### config.mk
export PLATFORM = sky130hd
export DESIGN_NAME = mac_operand_sequencer
export DESIGN_NICKNAME = d
export VERILOG_FILES = /design/src/rtl/mac_operand_sequencer.sv
export SDC_FILE = /design/constraint.sdc
export NUM_CORES = 1
export LEC_CHECK = 0
export BUFFER_PORTS_ARGS = -buffer_cell sky130_fd_sc_hd__clkbuf_2
export CORE_MARGIN = 2
export CORE_UTILIZATION = 50
export CTS_CLUSTER_SIZE = 28
export DETAILED_ROUTE_END_ITERATION = 8
export PLACE_DENSITY = 0.78
export SYNTH_ARGS = -nofsm -noshare
export SYNTH_HDL_FRONTEND = slang
export SYNTH_SLANG_ARGS = --single-unit
### constraint.sdc
create_clock -name clk -period 3.69 [get_ports clk]
set_clock_uncertainty 0.05 [all_clocks]
set_input_delay 0 -clock clk [delete_from_list [all_inputs] [get_ports clk]]
set_output_delay 0 -clock clk [all_outputs]
set_load 0.02 [all_outputs]
### src/rtl/mac_operand_sequencer.sv
// Dot-product operand sequencer: streams a buffered list of signed operand pairs
// into an external MAC unit and captures the accumulated result.
module mac_operand_sequencer #(
    parameter  int DATA_WIDTH = 16,
    parameter  int ACC_WIDTH  = 32,
    parameter  int DEPTH      = 16,
    localparam int LW         = $clog2(DEPTH + 1),
    localparam int AW         = $clog2(DEPTH)
) (
    input  logic                  clk,
    input  logic                  reset_n,
    input  logic                  wr_en,
    input  logic [AW-1:0]         wr_addr,
    input  logic [DATA_WIDTH-1:0] wr_a,
    input  logic [DATA_WIDTH-1:0] wr_b,
    input  logic                  start,
    input  logic [LW-1:0]         vec_len,
    output logic                  busy,
    output logic                  done,
    output logic [ACC_WIDTH-1:0]  dot_result,
    output logic [DATA_WIDTH-1:0] mac_multiplier,
    output logic [DATA_WIDTH-1:0] mac_multiplicand,
    output logic                  mac_valid,
    output logic                  mac_clear,
    input  logic [ACC_WIDTH-1:0]  mac_result
);

    typedef enum logic [2:0] {IDLE, CLEAR, ISSUE, DRAIN, FINISH} state_t;

    state_t                state;
    logic [LW-1:0]         idx;
    logic [LW-1:0]         len;
    logic                  zero_len;
    logic [DATA_WIDTH-1:0] mem_a [DEPTH];
    logic [DATA_WIDTH-1:0] mem_b [DEPTH];

    // Operand storage is intentionally not reset.
    always_ff @(posedge clk) begin
        if (wr_en && state == IDLE) begin
            mem_a[wr_addr] <= wr_a;
            mem_b[wr_addr] <= wr_b;
        end
    end

    always_ff @(posedge clk or negedge reset_n) begin
        if (!reset_n) begin
            state            <= IDLE;
            idx              <= '0;
            len              <= '0;
            zero_len         <= 1'b0;
            busy             <= 1'b0;
            done             <= 1'b0;
            dot_result       <= '0;
            mac_multiplier   <= '0;
            mac_multiplicand <= '0;
            mac_valid        <= 1'b0;
            mac_clear        <= 1'b0;
        end else begin
            case (state)
                IDLE: begin
                    done <= 1'b0;
                    if (start) begin
                        busy <= 1'b1;
                        if (vec_len == '0) begin
                            zero_len <= 1'b1;
                            state    <= FINISH;
                        end else begin
                            len              <= (vec_len > LW'(DEPTH)) ? LW'(DEPTH) : vec_len;
                            idx              <= '0;
                            mac_clear        <= 1'b1;
                            mac_valid        <= 1'b1;
                            mac_multiplier   <= '0;
                            mac_multiplicand <= '0;
                            state            <= CLEAR;
                        end
                    end
                end
                CLEAR: begin
                    mac_clear        <= 1'b0;
                    mac_valid        <= 1'b1;
                    mac_multiplier   <= mem_a[idx[AW-1:0]];
                    mac_multiplicand <= mem_b[idx[AW-1:0]];
                    idx              <= idx + 1'b1;
                    state            <= ISSUE;
                end
                // idx runs one ahead of the pair on the bus; reaching len means the last pair is out.
                ISSUE: begin
                    if (idx == len) begin
                        mac_valid        <= 1'b0;
                        mac_multiplier   <= '0;
                        mac_multiplicand <= '0;
                        state            <= DRAIN;
                    end else begin
                        mac_multiplier   <= mem_a[idx[AW-1:0]];
                        mac_multiplicand <= mem_b[idx[AW-1:0]];
                        idx              <= idx + 1'b1;
                    end
                end
                DRAIN: begin
                    dot_result <= mac_result;
                    done       <= 1'b1;
                    state      <= FINISH;
                end
                FINISH: begin
                    // A zero-length run spends one extra FINISH cycle so done lands a cycle after start.
                    if (zero_len) begin
                        zero_len   <= 1'b0;
                        dot_result <= '0;
                        done       <= 1'b1;
                    end else begin
                        done  <= 1'b0;
                        busy  <= 1'b0;
                        state <= IDLE;
                    end
                end
                default: state <= IDLE;
            endcase
        end
    end

endmodule

# --- Yosys cells after proc, flatten, opt, wreduce, memory -nomap -nowiden ---
# Memory sizes are Yosys's and may differ from the RTL's.
# Cells that the tools add are included.
classes:
  add_sub_neg: 1
  n_bitwise: 1
  eq_ne: 12
  n_reduce_logical: 17
  mux: 33
  order_cmp: 1
ops:
  columns: ["op", "n"]
  rows:
  - ["16-bit one-hot mux with 3 select lines", 2]
  - ["16-bit two-way mux", 4]
  - ["32-bit one-hot mux with 2 select lines", 1]
  - ["32-bit two-way mux", 1]
  - ["5-bit two-way mux", 4]
  - ["3-bit AND reduction", 6]
  - ["3-bit one-hot mux with 5 select lines", 1]
  - ["5-bit one-hot mux with 3 select lines", 1]
  - ["3-bit two-way mux", 4]
  - ["2-bit != test, second input constant", 6]
  - ["1-bit two-way mux", 10]
  - ["4-bit AND reduction", 2]
  - ["3-bit by 2-bit == test with 1-bit output, second input constant", 2]
  - ["1-bit one-hot mux with 2 select lines", 3]
  - ["1-bit one-hot mux with 3 select lines", 2]
  - ["2-bit nonzero test", 3]
  - ["3-bit nonzero test", 2]
  - ["5-bit by 1-bit adder with 5-bit output, second input constant", 1]
  - ["5-bit == test", 1]
  - ["5-bit > comparator, second input constant", 1]
  - ["5-bit logical NOT", 1]
  - ["3-bit by 1-bit == test with 1-bit output, second input constant", 1]
  - ["3-bit == test, second input constant", 1]
  - ["3-bit logical NOT", 1]
  - ["other kinds (4)", 4]
word_totals:
  out_inout_bits: 68
  input_bits: 77
  mem_count: 2
  mem_bits_rw: 512
  wordCells: 78
  reg_bits: 82
memory_table:
  columns: ["memory", "depth", "word_bits", "read_ports", "rd_ports_with_merged_regs", "write_ports", "line", "source"]
  rows:
  - ["mem_a", 16, 16, 1, 0, 1, "34", "logic [DATA_WIDTH-1:0] mem_a [DEPTH];"]
  - ["mem_b", 16, 16, 1, 0, 1, "35", "logic [DATA_WIDTH-1:0] mem_b [DEPTH];"]

# --- Logic depth before layout (Yosys ltp) ---
depth:
  depth_word: 4
  ltp_mapped: 8
  depth_no_buf: 5

# --- Least setup slack after synthesis ---
# OpenSTA, ideal clock, no wires.
synth_path:
  path_type: "register to register"
  start: "register state[0]"
  end: "memory mem_a[0][0] (enable)"
  setup_slack_ns: -0.337
  n_path_buf: 1
  synth_period_minus_slack_ns: 4.027
  path_stages_with_launch: 6
  setup_ns: 0.461
  t_required_ns: 3.179
  t_arrival_ns: 3.516
  path_cell_list: "dfrtp_1 > clkbuf_2 > nor3_2 > nand2_1 > or3_1 > nor3_1"
synth_via:
  elab_chain_cells: 4
synth_rtl:
  columns: ["item", "line", "source"]
  rows:
  - ["start: declaration", "30", "state_t state;"]
  - ["start signal: assignment", "47", "state <= IDLE;"]
  - ["start signal: assignment", "66", "state <= FINISH;"]
  - ["start signal: assignment", "74", "state <= CLEAR;"]
  - ["3-bit logical NOT", "39", "if (wr_en && state == IDLE) begin"]
  - ["1-bit logical AND", "39", null]
  - ["1-bit two-way mux", "39", null]
  - ["1-bit two-way mux (not written as such)", "40", "mem_a[wr_addr] <= wr_a;"]
  - ["end: declaration", "34", null]
# No other way between the ends.

# --- Worst setup path in the final report ---
layout_path:
  start: "register state[0]"
  end: "memory mem_a[11][14] (enable)"
# Same word-level chain as after synthesis.

==> flow_summary.ini <==
[synth]
async_reset_ff_share_pct = 13.8
ys_types = 43
yosys.area.top_type = edfxtp_1
synth_ff_type = edfxtp_1
syn_nets = 1196
syn_area_um2 = 22800
synth-edff-count = 512
synth_area_leaders = edfxtp_1, mux4_2, dfrtp_1
yosysSeqAreaShare_pct = 76.4
yosysTopAreaCellShare_pct = 67.4
syn_avg_cell_area_um2 = 20.4
yosysWarningCount = 0
synth_seq_cells = 594
postSynthCellCount = 1118

[worst_hold_path]
min_path_type = input pin to flip-flop

[cts]
cts_max_level = 2
cts_setup_buffers = 0
cts_max_path_buffers = 3
clock_sinks = 594
cts_resized = 0
cts-root-buf = clkbuf_16
clk_pin_slew_worst_paths_ns = 0.06
clock_latency_ns = 0.62
cts_tree = done
numCtsBuffers = 57

[finish]
layout.nets = 1450
area_growth_pct = 19.2
drive_above_1_share_pct = 32.1
nFillCells = 3062
final_common_cell = edfxtp_1
final_cell_mix = edfxtp_1, clkbuf_2, mux4_2, dlygate4sd3_1, dfrtp_1

[drt]
dr.max_layer_used = met4
route.detailed.drc = 0
wl_per_cell_um = 23.5
wl_met3_um = 3420
viasPerCell = 5.77
ant_nets = 0
met2WireLength_um = 23800
wl_met1_um = 19200
routed_wirelength_um = 47400
first_pass_iters = 5
vias = 11700
drtIter0Drc = 1301

[setup_path]
crit_arrival_ns = 3.16
worst_setup_path_start_kind = flip-flop
rr_startpoint = state[0]
crit_end = mem_a[11][14]
cp-end-kind = flip-flop
cp_slowest_cell = nor2_4
critPathKind = flip-flop to flip-flop
cpPeakStageDelay_ns = 0.68
crit_buf_inv = 1
ff2ff_path_depth = 4
worstPathRequired_ns = 3.95
crit_family = simple AND/OR/NAND/NOR gates
cp.depth = 4
crit_chain = nor3_2 -> nand4_1 -> nor2_4 -> buf_12
rrSetupSlack_ns = 0.79
path_max_fanout = 18
worstSetupStartpoint = state[0]
regToRegEndpoint = mem_a[11][14]

[timing]
final-hold-violation-count = 0
rsz0062_at_grt = false
worstMarginPinSlew_ns = 0.851
fmax_mhz = 344
max-slew-margin-rel_pct = 43.3
holdWs_ns = 0.0716
fin_tns_setup_ns = 0
period_needed_ns = 2.90
finalCritPeriodShare_pct = 78.7
slew_viol_final = 0
setup_violations = 0

[die]
die_h_um = 218
die_area_um2 = 47300
start_util_pct = 50.5
pin_count = 145
rows = 78
die_w_um = 218
core-area_um2 = 45200

[placement]
port_buffers = 144
gp_congestion = 0.785
place_hpwl_um = 26300

[power_and_ir_drop]
power.density_nw_per_um2 = 708
ir_drop_v = 0.000490
p_leak_nw = 9.25
total_power_mw = 19.2

[global_routing]
grt.total_usage_pct = 20.6
overflow = 0
antenna_found_initial = 2
grt_first_pass_wirelength_um = 73200
grt_pass1_vias = 12300
grt_max_degree = 69

[run_status]
outcome = completed

[job]
drv_cap = 0
## flip-flops by register name, summed over array words and instances, names as in the netlist
name	flops
done	1
mem_a	256
idx	5
mem_b	256
mac_multiplier	16
mac_valid	1
busy	1
dot_result	32
mac_multiplicand	16
zero_len	1
mac_clear	1
len	5
state	3
## routing by layer
layer	global-route usage, %	vias to the layer above
met5	0	-
met4	6.85	0
met3	2.91	78
met2	34.6	480
met1	28.2	6060
li1	-	5059
## synth_stat cells (all sizes together), types with 5 or more instances
library cell	n
a21oi	38
a22o	32
buf	41
clkbuf	23
dfrtp	82
edfxtp	512
mux2	32
mux2i	33
mux4	128
nand2	51
nor2	55
nor3	7
o21ai	40
xnor2	5
## power breakdown
group          total [mW]  switching (mW)  internal, mW
sequential           8.27           0.437          7.83
clock                5.99            2.47          3.52
combinational        4.98            2.74          2.23
## worst min path at each step
stage | cells after the start | startpoint | to
after floorplan | 0 | reset_n | busy
after global placement | 1 | reset_n | dot_result[1]
after detailed placement | 1 | reset_n | dot_result[1]
after CTS | 3 | wr_addr[1] | mem_b[10][15]
after global routing | 3 | wr_addr[3] | mem_b[0][1]
final | 3 | wr_addr[1] | mem_b[10][15]
## cell type report
class,count,area (um^2),share of cell area (%)
flip-flops and latches,594,17400,64.1
diodes,3,7.51,0.0276
clock buffers,69,1490,5.48
inverters,2,7.51,0.0276
multi-input cells,458,5170,19.0
well taps,600,751,2.76
clock inverters,37,448,1.65
repair buffers,259,1880,6.91
## cells by family (layout without fill, tap and decap cells)
family | after synthesis | after routing | share of synthesized area, %
DFF | 594 | 594 | 76.4
muxes | 193 | 193 | 15.7
other | 0 | 3 | 0
xor gates and xnor gates | 5 | 5 | 0.192
AOI/OAI and AO/OA | 125 | 125 | 3.57
and+or+nand+nor | 134 | 134 | 2.52
buffers and inverters | 66 | 367 | 1.60
adders and majority gates | 1 | 1 | 0.0548
## per-stage QoR
stage          setup WS (ns)  cell area (um^2)  util (%)  instances
2_1_floorplan          0.520             22800         -       1118
3_3_place_gp           0.937             24400      54.1       1833
3_5_place_dp           0.815             24400      54.1       1833
4_1_cts                0.797             27200      60.2       2019
5_1_grt                0.614             27200      60.2       2020
6_report               0.786             27200      60.2       2022
## timing repair
| action | 4_1_cts | 5_1_grt |
|---|---|---|
| hold buffers | 80 | 0 |
| setup endpoints to repair | 0 | 0 |
| hold endpoints to repair | 603 | 0 |
## worst reg2reg max path, stage by stage (launching register included)
cell and delay [ns]:
dfrtp_1 0.59, nor3_2 0.52, nand4_1 0.48, nor2_4 0.68
buf_12 0.27
(Power assumes the default switching activity.)
